### src/rtl/pa_f_spsram_512x38_ctrl.sv
// Single-port SRAM controller: sweeps the array to INIT_VALUE after reset or on request,
// then serves one read or write per cycle with a 1-cycle read latency and response backpressure.
module pa_f_spsram_512x38_ctrl #(
  parameter int                    ADDR_WIDTH = 9,
  parameter int                    DATA_WIDTH = 38,
  parameter logic [DATA_WIDTH-1:0] INIT_VALUE = '0
) (
  input  logic                  CLK,
  input  logic                  RST,
  input  logic                  init_req,
  output logic                  init_done,
  input  logic                  req_vld,
  output logic                  req_rdy,
  input  logic                  req_wr,
  input  logic [ADDR_WIDTH-1:0] req_addr,
  input  logic [DATA_WIDTH-1:0] req_wdata,
  input  logic [DATA_WIDTH-1:0] req_wmask,
  output logic                  rsp_vld,
  input  logic                  rsp_rdy,
  output logic [DATA_WIDTH-1:0] rsp_rdata,
  output logic [ADDR_WIDTH-1:0] A,
  output logic                  CEN,
  output logic [DATA_WIDTH-1:0] D,
  output logic                  GWEN,
  output logic [DATA_WIDTH-1:0] WEN,
  input  logic [DATA_WIDTH-1:0] Q
);

  // DRAIN is itself the latched init request: it is only reachable through init_req.
  typedef enum logic [1:0] {INIT, IDLE, DRAIN} state_t;

  state_t                state, state_nxt;
  logic [ADDR_WIDTH-1:0] cnt;
  logic                  rsp_vld_q;
  logic                  cnt_last;
  logic                  acc;
  logic                  rd_acc;

  assign cnt_last  = (cnt == {ADDR_WIDTH{1'b1}});
  assign req_rdy   = ~RST & (state == IDLE) & (~rsp_vld_q | rsp_rdy) & ~init_req;
  assign acc       = req_vld & req_rdy;
  assign rd_acc    = acc & ~req_wr;
  assign init_done = ~RST & (state != INIT);
  assign rsp_vld   = rsp_vld_q;
  // Q holds while CEN=1, so a stalled response stays stable without a local copy.
  assign rsp_rdata = Q;

  always_ff @(posedge CLK) begin
    if (RST) state <= INIT;
    else     state <= state_nxt;
  end

  always_ff @(posedge CLK) begin
    if (RST) begin
      cnt       <= '0;
      rsp_vld_q <= 1'b0;
    end else begin
      cnt       <= (state == INIT) ? cnt + 1'b1 : '0;
      rsp_vld_q <= rd_acc | (rsp_vld_q & ~rsp_rdy);
    end
  end

  always_comb begin
    state_nxt = state;
    case (state)
      INIT:    if (cnt_last) state_nxt = IDLE;
      IDLE:    if (init_req) state_nxt = rsp_vld_q ? DRAIN : INIT;
      // Also leave if the response was consumed in the same cycle init_req arrived.
      DRAIN:   if (~rsp_vld_q | rsp_rdy) state_nxt = INIT;
      default: state_nxt = INIT;
    endcase
  end

  always_comb begin
    CEN  = 1'b1;
    GWEN = 1'b1;
    WEN  = '1;
    A    = req_addr;
    D    = req_wdata;
    if (~RST && state == INIT) begin
      CEN  = 1'b0;
      GWEN = 1'b0;
      WEN  = '0;
      A    = cnt;
      D    = INIT_VALUE;
    end else if (acc) begin
      CEN  = 1'b0;
      GWEN = ~req_wr;
      WEN  = req_wr ? ~req_wmask : '1;
    end
  end

endmodule
### config.mk
export PLATFORM = sky130hd
export DESIGN_NAME = pa_f_spsram_512x38_ctrl
export DESIGN_NICKNAME = d
export VERILOG_FILES = /design/src/rtl/pa_f_spsram_512x38_ctrl.sv
export SDC_FILE = /design/constraint.sdc
export NUM_CORES = 1
export LEC_CHECK = 0
export CORE_AREA = 5 5 95 97
export DETAILED_ROUTE_END_ITERATION = 16
export DIE_AREA = 0 0 100 102
export PLACE_DENSITY_LB_ADDON = 0.12
export SLEW_MARGIN = 20
export SYNTH_ARGS = -nofsm -noshare
export SYNTH_HDL_FRONTEND = slang
export SYNTH_SLANG_ARGS = --single-unit
### constraint.sdc
create_clock -name CLK -period 3.9 [get_ports CLK]
set_clock_uncertainty 0.05 [all_clocks]
set_input_delay 0.39 -clock CLK [delete_from_list [all_inputs] [get_ports CLK]]
set_output_delay 0.39 -clock CLK [all_outputs]
set_load 0.005 [all_outputs]
== Yosys cells after proc, flatten, opt, wreduce, memory -nomap -nowiden ==
Index checks and enable logic that the tools add are counted.
Widths: inputs -> output; s select.

* Add/subtract/negate cells: 1
* Eq/ne operators: 6
* Mux-type cells: 14
* Bitwise logic cells: 16
* Reduce and logical (&&, ||, !) cells: 5

{| class="wikitable"
|+ Operator list
! kind !! number
|-
| $mux 38 || 4
|-
| $not 38->38 || 1
|-
| $add 9x1->9 const B || 1
|-
| $eq 9x9->1 const B || 1
|-
| $mux 9 || 1
|-
| $mux 2 || 4
|-
| $and 1x1->1 || 7
|-
| $ne 2x2->1 const B || 3
|-
| $not 1->1 || 6
|-
| $pmux 2 s3 || 1
|-
| $mux 1 || 4
|-
| $reduce_and 3->1 || 1
|-
| $eq 2x1->1 const B || 1
|-
| $eq 2x2->1 const B || 1
|-
| $logic_not 2->1 || 1
|-
| $or 1x1->1 || 2
|-
| $reduce_bool 2->1 || 1
|-
| $reduce_or 2->1 || 1
|-
| $logic_and 1x1->1 || 1
|}

* Register bits: 12
* Bits of input ports: 129
* Output and inout bits: 128
* Logic and storage cells: 45

== Depth between registers and ports, before layout ==
* Word-level depth: 7
* Mapped depth: 6
* Depth with buffers taken out: 6

== Worst setup path before layout ==
No wires, ideal clock.

* Path type: in2out
* From: in RST
* To: out WEN[18]
* Arrival time: 1.278 ns
* Required time: 3.460 ns
* Setup slack: 2.182 ns
* Stages on the path: 6
* Buffers on the path: 3
* Path through: buf_2 > nand4bb_1 > nor3_2 > buf_4 > buf_4 > a21oi_1

* Longest elaborated chain between the ends: 7
* Elaborated cells on any way between the ends: 8
* Those cells by class: 2 x mux; 5 x bitwise; 1 x reduce/logical

{| class="wikitable"
|+ RTL lines
! element !! RTL line !! text
|-
| from (decl) || 9 || <nowiki>input logic RST,</nowiki>
|-
| $not 1->1 * || 40, 80 ||
|-
| $and 1x1->1 (3 in series) || 40 || <nowiki>assign req_rdy = ~RST & (state == IDLE) & (~rsp_vld_q | rsp_rdy) & ~init_req;</nowiki>
|-
| $and 1x1->1 || 41 || <nowiki>assign acc = req_vld & req_rdy;</nowiki>
|-
| $mux 38 || 86 || <nowiki>end else if (acc) begin</nowiki>
|-
| $mux 38 * || 80 || <nowiki>if (~RST && state == INIT) begin</nowiki>
|-
| to (decl) || 25 || <nowiki>output logic [DATA_WIDTH-1:0] WEN,</nowiki>
|}

Mark *: on every way between the ends. The rest lies on a longest branch, timed or not.

== Final worst setup path ==
* From: in RST
* To: out D[8]

* Longest elaborated chain between the ends: 3

{| class="wikitable"
|+ RTL lines
! element !! RTL line !! text
|-
| $not 1->1 || 80 ||
|-
| $logic_and 1x1->1 || 80 ||
|-
| $mux 38 || 80 ||
|-
| to (decl) || 23 || <nowiki>output logic [DATA_WIDTH-1:0] D,</nowiki>
|}

Every way passes these cells.

==> metrics.md <==
| Metric | Value |
|---|---|
| Status | completed |
| DR WL/cell | 14.63 µm |
| DRT iter0 DRCs | 55 |
| Tcrit/Tclk final | 0.7911 |
| Longest Clk Path Bufs | 2 |
| Worst Setup Start Kind | primary input |
| RD Place Congestion | 0.7572 |
| Xor/xnor share of the synthesized area | 0.01657 |
| Switch share | 0.2282 |
| Syn Inst Count | 217 |
| CTS H-Tree Depth | 1 |
| FMAX | 324.1 MHz |
| Sink Count | 12 |
| Worst-skew pair later-pin latency | 0.24 ns |
| Compound-gate portion of the synthesized area | 0.1492 |
| I/O Buffers | 180 |
| # setup viols final | 0 |
| Post-Synth Adder-Cell Area | 0.01579 |
| Detailed placer's ending HPWL | 5604 µm |
| Via/cell ratio | 4.188 |
| Die width | 100 µm |
| Largest family of logic cells by synthesized area | simple AND/OR/NAND/NOR gates |
| Initial antenna violation count | 0 |
| Critical path class | primary input to output port |
| Data required, critical path | 3.46 ns |
| Pwr/cell area | 165.0 nW/µm² |
| Sum Neg Setup Slack | 0 ns |
| Slew Viols, Final | 0 |
| Gr usage total | 0.1107 |
| Synth warn | 0 |
| Clk slew on worst S/H paths | 0.06 ns |
| Post-layout min period | 3.085 ns |
| Int Pwr | 405.5 µW |
| Seq cells post-synth | 12 |
| Area Growth Syn to Fin | 100.9% |
| CTS Root Buffer Type | clkbuf_8 |
| Core area | 8051 µm² |
| Post-CTS Setup Bufs | 0 |
| Post-synthesis simple-gate area fraction | 0.3852 |
| Fillers | 853 |
| Crit end category | output port |
| Final Hold Fails | 0 |
| Area taken by flip-flops and latches | 240.2 µm² |
| Die height | 102 µm |
| DRT antenna net count | 0 |
| Share of cells above drive strength 1 | 0.1264 |
| Seq/Total Area, Yosys | 0.1515 |
| RSZ-0062 raised after global routing | no |
| Num ports | 257 |
| Clock power frac | 0.256 |
| WL final | 6626 µm |
| Post-Place Setup Slack | 0.7701 ns |
| Die Area | 10200 µm² |
| Crit path DAT | 2.65 ns |
| Min Hold Slack | 0.4275 ns |
| Tightest Pin Transition | 0.9325 ns |
| Vias after detailed routing | 1897 |
| Initial Util | 0.1969 |
| Mean area per synthesized cell | 7.305 µm² |
| Worst vdd ir | 0.00008918 V |
| TritonCTS Buffers | 3 |
| Netlist cell types | 32 |
| N_diodes | 0 |
| Multi-input combinational cell area | 925.9 µm² |
| Post-CTS Resized | 0 |
| Largest net degree at the start of global routing | 54 |
| Num rows | 33 |
| PnR worst setup slack | 0.8145 ns |
| Lkg Pwr | 0.001239 µW |
| Crit-path max FO | 53 |
| First-pass GRT wire length | 9177 µm |
| DRC errors left | 0 |
| Vias in the first global route | 1795 |
| Nets@finish | 480 |
| Net Switching | 119.9 µW |
| Max cap viols | 0 |
| Comb power frac | 0.500 |
| Multiplexer share of the synthesized area | 0.01263 |
| Hold Crit Class | flop to flop |
| CTS tree | yes |
| Syn Std Cell Area | 1585 µm² |
| Slew HR | 0.3783 |
| Post-Syn Nets | 348 |
| GR Overflow Total | 0 |
| Hold-fix buffers, CTS | 0 |
| DRT Pass-1 Iters | 4 |
| Sequential Power Share | 0.244 |
[power groups by stage]
stage	Sequential, µW	Combinational, µW	Clock [µW]
final	128	263	134
after floorplan	130	109	0
after global placement	131	266	0
after detailed placement	131	266	0
after CTS	128	268	138
after global routing	129	281	145
[critical path, cell delays in order]
cell	delay, ns
clkdlybuf4s50_1	0.56
or3_2	0.87
and2_4	0.33
clkdlybuf4s50_1	0.47
[layout make-up]
cell class                 count  share of cell area
sequential                    12             0.07544
clock buffer                   4             0.01729
tap                          105             0.04126
multi-input combinational    147              0.2908
inverter                       2            0.002358
timing repair buffer         183              0.5729
[path summary, 6_finish.rpt]
check / startpoint / end / slack, ns / depth (start not counted)
min: cnt[0] / cnt[0] / 0.43 / 1
min reg2reg: cnt[0] / cnt[0] / 0.43 / 1
max: RST / D[8] / 0.81 / 4
max reg2reg: state[0] / cnt[7] / 2.22 / 2
[cells in the final DEF (no fill, tap or decap)]
cell type        count
or3_2                1
a211oi_1             1
inv_1                2
nand4_1              1
nor4_1               1
nor2b_1              1
clkdlybuf4s50_1    180
nand2_1             25
mux2i_1              2
o21ai_0              1
nor3_4               2
dfxtp_1             12
buf_4                3
nor2_1               9
and3_1               3
and2_1               8
o21ai_2              1
a21oi_2              1
nor3b_1              2
nor4bb_1             1
xnor2_1              2
nand3_1              3
nand4bb_1            1
ha_1                 2
or3_1                1
and2_4              32
a31oi_1              1
xor2_1               1
nand2b_1             4
a21oi_1             40
clkbuf_8             4
[logic make-up (layout without fill, tap and decap cells)]
group	after synthesis	count (layout)
AOI/OAI and AO/OA	45	45
adders and majority gates	2	2
DFF	12	12
and+or+nand+nor	95	95
muxes	2	2
xor gates and xnor gates	3	3
buffers and inverters	58	189
[synth_stat cells (all sizes together)]
library cell | n | area [µm²]
xor2 | 1 | 8.760
clkbuf | 4 | 15.01
a31oi | 1 | 6.260
nor3b | 2 | 15.01
buf | 52 | 404.1
nor2b | 1 | 6.260
mux2i | 2 | 20.02
nor2 | 9 | 33.78
and3 | 3 | 18.77
a211oi | 1 | 7.510
nand4 | 1 | 6.260
nand2b | 4 | 25.02
inv | 2 | 7.510
dfxtp | 12 | 240.2
nor4bb | 1 | 10.01
nor3 | 2 | 26.28
o21ai | 2 | 13.76
a21oi | 41 | 209.0
nand4bb | 1 | 11.26
and2 | 40 | 330.3
nand3 | 3 | 15.01
nand2 | 25 | 93.84
nor4 | 1 | 6.260
xnor2 | 2 | 17.52
or3 | 2 | 12.51
ha | 2 | 25.02
[metal layers]
metal	up-vias	global-route usage	wire, µm
li1	929	-	-
met1	821	0.1213	2414
met2	139	0.2052	3328
met3	8	0.03686	831
met4	0	0.02902	51
met5	-	0	0
[state kept, by name (all words and copies together), names as in the netlist]
register / count
state: 2
rsp_vld: 1
cnt: 9
[stage by stage]
stage / total power (µW) / cells / utilization / cell area (µm²)
floorplan: 239.0 / 217 / - / 1585
global placement: 396.6 / 449 / 0.3887 / 3129
detailed placement: 397.4 / 449 / 0.3887 / 3129
CTS: 533.9 / 453 / 0.3955 / 3184
global route: 554.3 / 453 / 0.3955 / 3184
finish: 525.4 / 453 / 0.3955 / 3184
Power figures use the tool's default switching activity.
